[config.mk]
export PLATFORM = sky130hd
export DESIGN_NAME = sfifo_elastic_skid
export DESIGN_NICKNAME = d
export VERILOG_FILES = /design/src/rtl/sfifo_elastic_skid.sv
export SDC_FILE = /design/constraint.sdc
export NUM_CORES = 1
export LEC_CHECK = 0
export ABC_AREA = 1
export BUFFER_PORTS_ARGS = -buffer_cell sky130_fd_sc_hd__buf_2
export CORE_ASPECT_RATIO = 1.25
export CORE_MARGIN = 8
export CORE_UTILIZATION = 50
export DETAILED_ROUTE_END_ITERATION = 10
export GPL_ROUTABILITY_DRIVEN = 0
export HOLD_SLACK_MARGIN = 0.08
export PLACE_DENSITY = 0.73
export SYNTH_ARGS = -nofsm -noshare
export SYNTH_HDL_FRONTEND = slang
export SYNTH_SLANG_ARGS = --single-unit
[constraint.sdc]
create_clock -name clk -period 4.84 [get_ports clk]
set_input_delay 0.484 -clock clk [delete_from_list [all_inputs] [get_ports clk]]
set_output_delay 0.484 -clock clk [all_outputs]
set_load 0.005 [all_outputs]
[src/rtl/sfifo_elastic_skid.sv]
`default_nettype none
// ============================================================================
//  Module   : sfifo_elastic_skid
//  Purpose  : Single-clock elastic FIFO with SKID overflow slots. i_ready_out
//             drops at DEPTH entries. Writes are still taken for up to SKID
//             more entries, which absorbs pipelined upstream latency. The
//             depth may be any integer (no power-of-2 assumption). The FIFO
//             also provides an occupancy count, an almost-full flag and a
//             synchronous flush.
//  Ports    : clk               - clock, all logic on posedge
//             rst_n             - asynchronous reset, active-low
//             i_clear           - synchronous flush (overrides read/write)
//             i_data_in         - write data
//             i_write_en        - write request
//             i_ready_out       - registered, 1 = count < DEPTH (advisory)
//             o_data_out        - registered read data (0 when not valid)
//             o_valid_out       - o_data_out valid this cycle
//             o_read_en         - read request
//             o_ready_out       - 1 = FIFO not empty
//             o_almost_full_out - count >= AFULL_THRESH
//             o_count_out       - occupancy
//             o_overflow_out    - sticky dropped-write flag
//  Options  : `define SFIFO_OVERFLOW_CHECK_EN to enable the sticky overflow
//             flag and the simulation $error on a dropped write. When it is
//             undefined, o_overflow_out is tied to 0.
//  Revision : 1.0 - initial release
// ============================================================================
module sfifo_elastic_skid #(
    parameter int WIDTH        = 4,
    parameter int DEPTH        = 4,
    parameter int SKID         = 1,
    parameter int AFULL_THRESH = 3
) (
    input  logic                              clk,
    input  logic                              rst_n,
    input  logic                              i_clear,
    input  logic [WIDTH-1:0]                  i_data_in,
    input  logic                              i_write_en,
    output logic                              i_ready_out,
    output logic [WIDTH-1:0]                  o_data_out,
    output logic                              o_valid_out,
    input  logic                              o_read_en,
    output logic                              o_ready_out,
    output logic                              o_almost_full_out,
    output logic [$clog2(DEPTH+SKID+1)-1:0]   o_count_out,
    output logic                              o_overflow_out
);

    localparam int c_TOTAL = DEPTH + SKID;
    // A single-entry FIFO still needs a 1-bit pointer to index the memory.
    localparam int c_PW    = (c_TOTAL > 1) ? $clog2(c_TOTAL) : 1;
    localparam int c_CW    = $clog2(DEPTH + SKID + 1);
    localparam logic [c_PW-1:0] c_LAST = c_PW'(c_TOTAL - 1);

    logic [WIDTH-1:0] r_mem [c_TOTAL];
    logic [c_PW-1:0]  r_wr_ptr;
    logic [c_PW-1:0]  r_rd_ptr;
    logic [c_CW-1:0]  r_count;
    logic             r_in_ready;
    logic [WIDTH-1:0] r_data;
    logic             r_valid;

    logic             w_wr_acc;
    logic             w_rd_acc;
    logic [c_CW-1:0]  w_count_next;

    // Acceptance depends only on the true occupancy. i_ready_out is a hint to
    // upstream and does not gate anything. A write into a full FIFO is dropped
    // even when a read happens in the same cycle. A read from an empty FIFO is
    // ignored even when a write happens in the same cycle (no fall-through).
    always_comb begin
        w_wr_acc     = i_write_en && (int'(r_count) < c_TOTAL) && !i_clear;
        w_rd_acc     = o_read_en && (r_count != '0) && !i_clear;
        w_count_next = r_count + c_CW'(w_wr_acc) - c_CW'(w_rd_acc);
    end

    // Storage is intentionally not reset.
    always_ff @(posedge clk) begin
        if (w_wr_acc) begin
            r_mem[r_wr_ptr] <= i_data_in;
        end
    end

    always_ff @(posedge clk or negedge rst_n) begin
        if (!rst_n) begin
            r_wr_ptr   <= '0;
            r_rd_ptr   <= '0;
            r_count    <= '0;
            r_in_ready <= 1'b1;
            r_data     <= '0;
            r_valid    <= 1'b0;
        end else if (i_clear) begin
            r_wr_ptr   <= '0;
            r_rd_ptr   <= '0;
            r_count    <= '0;
            r_in_ready <= 1'b1;
            r_data     <= '0;
            r_valid    <= 1'b0;
        end else begin
            // Explicit wrap at TOTAL-1 so non-power-of-2 depths work.
            if (w_wr_acc) begin
                r_wr_ptr <= (r_wr_ptr == c_LAST) ? '0 : r_wr_ptr + 1'b1;
            end
            if (w_rd_acc) begin
                r_rd_ptr <= (r_rd_ptr == c_LAST) ? '0 : r_rd_ptr + 1'b1;
                r_data   <= r_mem[r_rd_ptr];
                r_valid  <= 1'b1;
            end else begin
                r_data   <= '0;
                r_valid  <= 1'b0;
            end
            r_count    <= w_count_next;
            r_in_ready <= (int'(w_count_next) < DEPTH);
        end
    end

`ifdef SFIFO_OVERFLOW_CHECK_EN
    logic r_overflow;
    logic w_drop;

    // A flush in the same cycle wins over the drop.
    assign w_drop = i_write_en && (int'(r_count) == c_TOTAL) && !i_clear;

    always_ff @(posedge clk or negedge rst_n) begin
        if (!rst_n) begin
            r_overflow <= 1'b0;
        end else if (i_clear) begin
            r_overflow <= 1'b0;
        end else if (w_drop) begin
            r_overflow <= 1'b1;
        end
    end

    assign o_overflow_out = r_overflow;

`ifndef SYNTHESIS
    always @(posedge clk) begin
        if (rst_n && w_drop) begin
            $error("sfifo_elastic_skid: write dropped at full occupancy");
        end
    end
`endif
`else
    assign o_overflow_out = 1'b0;
`endif

    assign i_ready_out       = r_in_ready;
    assign o_data_out        = r_data;
    assign o_valid_out       = r_valid;
    assign o_ready_out       = (r_count != '0);
    assign o_almost_full_out = (int'(r_count) >= AFULL_THRESH);
    assign o_count_out       = r_count;

endmodule
`default_nettype wire

### Word-level counts from Yosys, hierarchy flattened

Memories as Yosys holds them, arrays and structs flattened.
Index checks and enable logic that the tools add are counted.

* add/subtract/negate cells: 4
* magnitude comparators: 3
* equal/unequal tests: 2
* muxes and demuxes: 14
* reductions and logical operators: 8

Operator list (count)
* 2-to-1 mux 3 bit: 7
* 2-to-1 mux 4 bit: 2
* adder 3 x 1 -> 3 bit (second input constant): 2
* equality test 3 bit (second input constant): 2
* less-than comparator 3 bit (second input constant): 2
* 2-to-1 mux 1 bit: 5
* logical AND 1 bit: 4
* nonzero test 2 bit: 2
* adder 3 x 1 -> 3 bit: 1
* >= comparator 3 x 2 -> 1 bit (second input constant): 1
* nonzero test 3 bit: 1
* subtractor 3 x 1 -> 3 bit: 1
* zero test 1 bit: 1

* bits in registers: 15
* RAM bits: 20
* output and inout port bits: 12
* logic and storage cells: 38
* memories kept: 1

Memories
* r_mem: depth 5, width 4, read ports 1, clocked after Yosys merged registers in 0, write ports 1, RTL line 55 `logic [WIDTH-1:0] r_mem [c_TOTAL];`

### Longest topological paths before layout

Gate-level depths: netlist of run 1.

* depth in word-level cells: 7
* depth in mapped cells: 16
* depth with buffers taken out: 16

### Least setup slack after synthesis of run 1

Ideal clock, no wire load.

* kind: reg-to-reg
* start point: register r_count[1] (netlist: o_count_out[1])
* end point: register r_in_ready (netlist: i_ready_out)
* arrival time: 2.235 ns
* required time: 4.758 ns
* path slack: 2.524 ns
* cell stages (with the launch flop): 16
* path buffers: 0
* clock period less this slack: 2.316 ns
* cells stage by stage: dfrtp_1 -> inv_1 -> ha_1 -> nand2_1 -> nand3_2 -> nor2_4 -> inv_1 -> ha_1 -> inv_1 -> ha_1 -> inv_1 -> fa_1 -> inv_1 -> nor2_1 -> nor3_1 -> inv_1

* longest elaborated chain between the ends: 7
* elaborated cells on any way between the ends: 10

Ends and longest elaborated chain
* start: declaration: RTL line 58 `logic [c_CW-1:0] r_count;`
* start signal: assignment: RTL line 112 `r_count <= w_count_next;`
* less-than comparator 3 bit: RTL line 72 `w_wr_acc = i_write_en && (int'(r_count) < c_TOTAL) && !i_clear;`
* logical AND 1 bit (2 in series): RTL line 72
* adder 3 x 1 -> 3 bit: RTL line 74 `w_count_next = r_count + c_CW'(w_wr_acc) - c_CW'(w_rd_acc);`
* subtractor 3 x 1 -> 3 bit (*): RTL line 74
* less-than comparator 3 bit (*): RTL line 113 `r_in_ready <= (int'(w_count_next) < DEPTH);`
* 2-to-1 mux 1 bit (*): RTL line 92 `end else if (i_clear) begin`
* end signal: assignment: RTL line 113
* end: declaration: RTL line 59 `logic r_in_ready;`

Mark *: on every way between the ends. The rest lies on a longest branch, timed or not.
A chain may end at the register's enable or synchronous reset.

### Worst setup path after layout of run 1

Ends and elaborated chain as after synthesis.

==> impl_metrics.csv, run 1 <==
group,metric,value,unit
power,switching_share,0.3222,
place,hpwl,2350,um
logic_synthesis,syn_area,1639,sq um
die,die_area,5378,sq um
power,power.density,462.3,nW/um^2
clock_tree,clockRootBuffer,"clkbuf_8",
timing,layout_setup_ws,2324,ps
die,initial_core_util,0.5178,
clock_tree,htreeDepth,2,
power,comb_power_share,0.259,
routing,first_pass_iters,4,
power,seq_power_share,0.448,
clock_tree,numCtsBuffers,5,
grt,grt_pass1_vias,1169,
status,outcome,"finished clean",
final_layout,final_common_cell,"nand2_1",
logic_synthesis,ys_seq_area_frac,0.5962,
logic_synthesis,ys_seq_elements,35,
clock_tree,cts_sinks,35,
routing,drt_iter0_markers,47,
routing,viasPerCell,5.050,
grt,gr-total-overflow,0,
logic_synthesis,synth_warnings,0,
final_layout,antenna_cells,0,
timing,max_clock_freq,0.3975,GHz
grt,grt_pass1_wl,5161,um
final_layout,final_core_util,0.5905,
die,die_y,80.02,um
power,cellLeakagePower,0.8644,nW
critical_path,ff2ff_path_depth,15,
critical_path,critPathLaunchType,"flip-flop",
critical_path,path_class,"reg2reg",
final_layout,drive_above_1_share,0.1892,
worst_hold_path,min_path_type,"in2async",
clock_tree,clk_pin_slew,70,ps
critical_path,arrival,2730,ps
final_layout,most-common-layout-cells,"nand2_1 (44), inv_1 (22), edfxtp_1 (20), buf_2 (19), dfrtp_1 (14)",
timing,fin_crit,2516,ps
power,p_switching,278.5,uW
die,core_area,3166,sq um
clock_tree,insertion_delay,290,ps
routing,drc,0,
routing,postRouteAntennaNets,0,
place,place_area,1762,sq um
power,vdd_ir_drop_max,0.4083,mV
timing,setup_viol,0,
job,max_cap_viol_count,0,
critical_path,timing.rr.start,"o_count_out[1]",
grt,antenna_found_initial,0,
critical_path,r2r_slack,2320,ps
power,pwr-share-clk,0.293,
clock_tree,cts_buffer_depth,2,
place,pre_cts_slack,2307,ps
critical_path,timing.rr.end,"i_ready_out",
timing,skew,2.913,ps
timing,rsz0062_at_grt,"no",
routing,wirelength,3057,um
final_layout,ff_latch_area,977.2,sq um
timing,setup_tns,0,ps
timing,slew_viol_final,0,
grt,grt_max_degree,16,
logic_synthesis,syn_avg_cell_area,10.24,sq um
die,die_x,67.21,um
die,core.rowCount,23,
routing,wl_per_cell,13.77,um
timing,hold_slack,87.81,ps
final_layout,area_growth,14.05,%
clock_tree,post_cts_resized,0,
clock_tree,cts_tree,"built",
critical_path,crit_fanout,6,
critical_path,required,5050,ps
die,io_pins,21,
grt,grt_usage,0.1304,
final_layout,multiInputGateArea,541.8,sq um
routing,num_vias,1121,
clock_tree,postCtsSetupBuffers,0,
place,io_buffers,19,
power,internal_power,585.7,uW
logic_synthesis,netlist_instances,160,
timing,finalCritPeriodShare,0.5198,
timing,hold_viol,0,
critical_path,crit_path_end_kind,"flip-flop",
final_layout,fillers,274,
logic_synthesis,synth_cell_types,22,
logic_synthesis,synthesis.nets,179,
final_layout,fin_area,1869,sq um
clock_tree,cts_hold_buf,0,
final_layout,final_nets,203,
worst max-delay path, cell delays in order (launching register included):
cell     delay (ps)
dfrtp_1         450
inv_1           120
ha_1            210
nand2_1          70
nand3_2          90
nor2_4          150
inv_1            60
ha_1            270
inv_1            60
ha_1            130
inv_1            50
fa_1            350
inv_1            80
nor2_1           50
nor3_1          240
inv_1            70
cell families (layout without fill, tap and decap cells):
group | count (synthesis) | after routing | share of synthesized area
AOI/OAI and AO/OA | 13 | 13 | 0.03969
adders and majority gates | 10 | 10 | 0.08092
buffers and inverters | 27 | 52 | 0.07329
DFF | 35 | 35 | 0.5962
other | 1 | 1 | 0.002288
and+or+nand+nor | 74 | 74 | 0.2076
state kept, by name, summed over array words and instances, names as in the netlist:
| name | count |
|---|---|
| i_ready_out | 1 |
| o_count_out | 3 |
| o_data_out | 4 |
| o_valid_out | 1 |
| r_mem | 20 |
| r_rd_ptr | 3 |
| r_wr_ptr | 3 |
cell usage after synthesis (all sizes together):
master	count	area [sq um]
nand2	45	176.4
inv	25	101.4
edfxtp	20	600.6
dfrtp	14	350.3
nand3	13	82.58
nor2	11	51.30
ha	9	112.6
o21ai	7	35.03
a21oi	6	30.03
nand4	4	25.02
buf	2	18.77
conb	1	3.750
dfstp	1	26.28
fa	1	20.02
nor3	1	5.000
metal layers:
metal	routed length, um	global-route usage	vias up
met5	0	0	-
met3	111	0.05197	5
met4	61	0.06918	0
met1	1158	0.1205	539
li1	-	-	561
met2	1725	0.2349	16
area by class of cell:
| class | instances | area share |
|---|---|---|
| clock buffer | 5 | 0.03681 |
| inverter | 25 | 0.05422 |
| multi-input combinational | 98 | 0.2898 |
| clock inverter | 3 | 0.02075 |
| tap | 37 | 0.02477 |
| sequential | 35 | 0.5228 |
| timing repair buffer | 19 | 0.05087 |
stage by stage:
step                      instances  power [mW]
after floorplan                 160      0.5445
after global placement          214      0.6082
after detailed placement        214      0.6186
after CTS                       222      0.8764
after global routing            222      0.9280
final                           222      0.8642
power by group through the flow:
stage	registers [mW]	clock network (mW)	logic (mW)
after floorplan	0.381	0	0.163
after global placement	0.391	0	0.217
after detailed placement	0.394	0	0.225
after CTS	0.388	0.260	0.229
after global routing	0.392	0.271	0.265
final	0.387	0.253	0.224
worst max-delay path by stage:
stage	slack (ps)	from	depth (start not counted)	end
6_report	2320	o_count_out[1]	15	i_ready_out
5_1_grt	2020	o_count_out[1]	15	i_ready_out
4_1_cts	2270	o_count_out[1]	15	i_ready_out
3_5_place_dp	2310	o_count_out[1]	15	i_ready_out
3_3_place_gp	2470	o_count_out[1]	15	i_ready_out
2_1_floorplan	2520	o_count_out[1]	15	i_ready_out
Note: power is estimated with default switching activity, not from simulation.
==> run 2, diff against run 1 <==
clock period = 2.43 ns   (was 4.84 ns; I/O delays follow)
==> run 2 against run 1 <==
Effect of this change:
- global-route usage up 0.54 points
- combinational power rose by 110%
- sequential share of layout area decreased by 0.10 points
- maximum frequency grew 13%
- sequential power up 98%
- largest power group unchanged
- highest routed layer unchanged
==> impl_metrics.csv, run 2 (synthesis results as in run 1) <==
group,metric,value,unit
status,outcome,"finished clean",
critical_path,crit_path_end_kind,"flip-flop",
clock_tree,numCtsBuffers,5,
worst_hold_path,min_path_cells,1,
grt,antenna_found_initial,0,
clock_tree,htreeDepth,2,
grt,grt_pass1_wl,5368,um
power,power.density,875.8,nW/um^2
power,finalPower,1.640,mW
clock_tree,cts_tree,"built",
timing,max_clock_freq,0.4483,GHz
clock_tree,insertion_delay,290,ps
critical_path,r2r_slack,200,ps
die,core.rowCount,23,
routing,wirelength,3266,um
final_layout,most-common-layout-cells,"nand2_1 (44), inv_1 (22), edfxtp_1 (20), buf_2 (19), dfrtp_1 (14)",
routing,viasPerCell,5.249,
worst_hold_path,worstHoldStart,"i_data_in[2]",
grt,grt_max_degree,16,
timing,rsz0062_at_grt,"no",
critical_path,arrival,2450,ps
final_layout,largest_reg_flops,20,
final_layout,area_growth,14.28,%
final_layout,antenna_cells,0,
die,initial_core_util,0.5178,
clock_tree,clk_pin_slew,60,ps
routing,num_vias,1181,
critical_path,ff2ff_path_depth,15,
critical_path,path_class,"reg2reg",
clock_tree,clockRootBuffer,"clkbuf_8",
timing,skew,3.625,ps
grt,grt_pass1_vias,1173,
critical_path,timing.rr.start,"o_count_out[1]",
routing,first_pass_iters,4,
routing,postRouteAntennaNets,0,
critical_path,timing.rr.end,"i_ready_out",
die,io_pins,21,
die,core_area,3166,sq um
place,io_buffers,19,
final_layout,drive_above_1_share,0.1968,
die,die_x,67.21,um
grt,gr-total-overflow,0,
worst_hold_path,whs_endpoint,"r_mem[1][2]",
critical_path,critPathLaunchType,"flip-flop",
routing,drc,0,
job,max_cap_viol_count,0,
critical_path,crit_fanout,3,
final_layout,multiInputGateArea,546.8,sq um
final_layout,final_core_util,0.5917,
power,vdd_ir_drop_max,0.8273,mV
worst_hold_path,min_path_type,"in2reg",
final_layout,fillers,278,
timing,hold_slack,193.5,ps
routing,wl_per_cell,14.52,um
final_layout,final_common_cell,"nand2_1",
timing,slew_viol_final,0,
clock_tree,postCtsSetupBuffers,0,
timing,hold_viol,0,
timing,setup_tns,0,ps
final_layout,regMostFlops,"r_mem",
power,cellLeakagePower,0.8658,nW
routing,drt_iter0_markers,96,
critical_path,required,2650,ps
final_layout,ff_latch_area,977.2,sq um
timing,finalCritPeriodShare,0.9180,
grt,grt_usage,0.1358,
clock_tree,cts_buffer_depth,2,
final_layout,final_nets,206,
clock_tree,cts_sinks,35,
die,die_area,5378,sq um
timing,setup_viol,0,
place,hpwl,2508,um
die,die_y,80.02,um
timing,fin_crit,2231,ps
-- run 2: what timing repair did --
item / 4_1_cts / 5_1_grt
gates resized for setup: 0 / 1
endpoints found under the hold margin: 14 / 0
setup endpoints to repair: 0 / 2
hold buffers: 1 / 0
-- run 2: worst max path at each step --
stage	start	to	slack, ps	depth (start not counted)
final	o_count_out[1]	i_ready_out	200	15
after global routing	o_count_out[1]	i_ready_out	20	15
after CTS	o_count_out[1]	i_ready_out	50	15
after detailed placement	o_count_out[1]	i_ready_out	60	15
after global placement	o_count_out[1]	i_ready_out	250	15
after floorplan	o_count_out[1]	i_ready_out	110	15
-- run 2: layout make-up --
class / instances / share of cell area
Clock buffer: 7 / 0.04075
Tap cell: 37 / 0.02472
Inverter: 25 / 0.05411
Multi-Input combinational cell: 98 / 0.2919
Clock inverter: 1 / 0.002672
Sequential cell: 35 / 0.5217
Timing Repair Buffer: 22 / 0.06413
-- run 2: power by group --
group	internal, mW	switching, mW	total [mW]
registers	0.699	0.0686	0.768
clock network	0.201	0.195	0.396
logic	0.181	0.295	0.476
-- run 2: per-stage QoR --
step	cell area (sq um)	worst slack (ps)	std cells
final	1873	199.3	225
after global routing	1873	20.45	225
after CTS	1868	49.63	225
after detailed placement	1777	57.25	216
after global placement	1777	246.4	216
after floorplan	1639	113.5	160
-- run 2: per-layer routing --
layer  share of wire  GRT usage  wire length [um]  up-vias
met5               0          0                 0        -
met3           0.050    0.04494               162       12
met4           0.033    0.08595               107        0
met1            0.36     0.1289              1178      566
met2            0.56     0.2407              1818       34
li1                -          -                 -      569
-- run 2: critical path, stage by stage, from the launching register on --
cell	delay, ps
dfrtp_1	380
inv_1	100
ha_1	200
nand2_1	80
nand3_2	100
nor2_4	100
inv_1	50
ha_1	260
inv_1	50
ha_1	130
inv_1	50
fa_1	360
inv_1	80
nor2_1	50
nor3_2	140
inv_1	60
==> run 3, diff against run 2 <==
CTS_BUF_LIST = sky130_fd_sc_hd__clkbuf_4   (was not set)
==> run 3 against run 2 <==
Effect of this change:
- largest cell class unchanged
- register-to-register slack about the same
- clock power down 21%
- maximum frequency about the same
- sequential share of layout area up 0.67 points
- hold slack worse by 34 ps
- highest routed layer unchanged
- clock skew up 2.9 ps
- total power down 5.3%
- sequential power about the same
- critical path depth unchanged
- design area down 1.3%
==> impl_metrics.csv, run 3 (synthesis results as in run 1) <==
group,metric,value,unit
grt,grt_pass1_wl,5299,um
timing,skew,6.518,ps
power,cellLeakagePower,0.8597,nW
power,vdd_ir_drop_max,0.7727,mV
die,die_area,5378,sq um
timing,finalCritPeriodShare,0.9174,
final_layout,drive_above_1_share,0.2074,
die,initial_core_util,0.5178,
place,io_buffers,19,
timing,hold_viol,0,
clock_tree,cts_sinks,35,
die,core_area,3166,sq um
power,finalPower,1.554,mW
grt,grt_max_degree,16,
critical_path,worstPathCellList,"inv_1 -> ha_1 -> nand2_1 -> nand3_2 -> nor2_4 -> inv_1 -> ha_1 -> inv_1 -> ha_1 -> inv_1 -> fa_1 -> inv_1 -> nor2_1 -> nor3_2 -> inv_1",
job,max_cap_viol_count,0,
routing,postRouteAntennaNets,0,
critical_path,cp_top_family,"adder cells",
routing,wirelength,3204,um
routing,drc,0,
final_layout,regMostFlops,"r_mem",
timing,rsz0062_at_grt,"no",
final_layout,final_common_cell,"nand2_1",
routing,drt_iter0_markers,80,
worst_hold_path,min_path_type,"in2reg",
critical_path,required,2690,ps
routing,num_vias,1179,
timing,setup_tns,0,ps
power,power.density,840.2,nW/um^2
timing,layout_setup_ws,200.7,ps
clock_tree,cts_buffer_depth,2,
final_layout,largest_reg_flops,20,
grt,grt_pass1_vias,1189,
place,pre_cts_slack,57.25,ps
clock_tree,clk_pin_slew,100,ps
clock_tree,htreeDepth,2,
critical_path,critPathMaxStageDelay,390,ps
grt,antenna_found_initial,0,
die,die_y,80.02,um
routing,viasPerCell,5.240,
critical_path,crit_fanout,3,
final_layout,area_growth,12.82,%
grt,gr-total-overflow,0,
critical_path,critPathLaunchType,"flip-flop",
status,outcome,"finished clean",
critical_path,cp_num_buf_inv,6,
routing,first_pass_iters,5,
timing,slew_viol_final,0,
final_layout,most-common-layout-cells,"nand2_1 (44), inv_1 (22), edfxtp_1 (20), buf_2 (19), dfrtp_1 (14)",
clock_tree,cts_tree,"built",
timing,max_clock_freq,0.4486,GHz
clock_tree,insertion_delay,320,ps
timing,setup_viol,0,
die,io_pins,21,
final_layout,final_core_util,0.5842,
critical_path,path_class,"reg2reg",
die,core.rowCount,23,
critical_path,slowest_stage,"dfrtp_1",
clock_tree,numCtsBuffers,5,
final_layout,fillers,282,
critical_path,arrival,2490,ps
timing,fin_crit,2229,ps
critical_path,crit_path_end_kind,"flip-flop",
final_layout,final_nets,206,
die,die_x,67.21,um
clock_tree,clockRootBuffer,"clkbuf_4",
final_layout,antenna_cells,0,
grt,grt_usage,0.1332,
critical_path,crit_top_cell,"inv_1",
routing,wl_per_cell,14.24,um
place,hpwl,2508,um
## run 3: where the power goes
group / total (mW) / switching (mW) / internal (mW) / leakage (nW)
clock network: 0.312 / 0.177 / 0.135 / 0.0361
registers: 0.766 / 0.0677 / 0.698 / 0.382
logic: 0.476 / 0.294 / 0.181 / 0.441
## run 3: what timing repair did
item	in CTS	in global routing
hold buffers	1	0
setup endpoints to repair	0	2
setup buffers	0	0
endpoints found under the hold margin	15	0
resized for setup	0	1
## run 3: routing by layer
layer	part of all wire	routed length, um	track usage
met5	0	0	0
met4	0.014	46	0.08805
met3	0.049	158	0.04073
met2	0.58	1850	0.2368
met1	0.36	1148	0.1264
## run 3: final cells by class
class / instances / area [sq um] / share of cell area
Clock buffer: 7 / 52.55 / 0.02842
Clock inverter: 1 / 5.005 / 0.002706
Inverter: 25 / 101.3 / 0.05480
Multi-Input combinational cell: 98 / 546.8 / 0.2957
Sequential cell: 35 / 977.2 / 0.5284
Tap cell: 37 / 46.29 / 0.02503
Timing Repair Buffer: 22 / 120.1 / 0.06495
## run 3: path summary, 6_finish.rpt
check                               start             to  slack, ps  depth (start not counted)
setup / recovery           o_count_out[1]    i_ready_out        200                         15
hold / removal               i_data_in[1]    r_mem[2][1]        160                          1
setup reg to reg           o_count_out[1]    i_ready_out        200                         15
hold reg to reg               r_mem[4][1]  o_data_out[1]        610                          4
max in group asynchronous           rst_n    i_ready_out       1790                          2
min in group asynchronous           rst_n  o_data_out[2]        340                          2
## run 3: per-stage QoR
stage	hold slack, ps	std cells	instance area [sq um]
after floorplan	-52.59	160	1639
after CTS	133.5	225	1844
after detailed placement	162.2	216	1777
after global placement	152.5	216	1777
after global routing	123.3	225	1849
final	159.4	225	1849
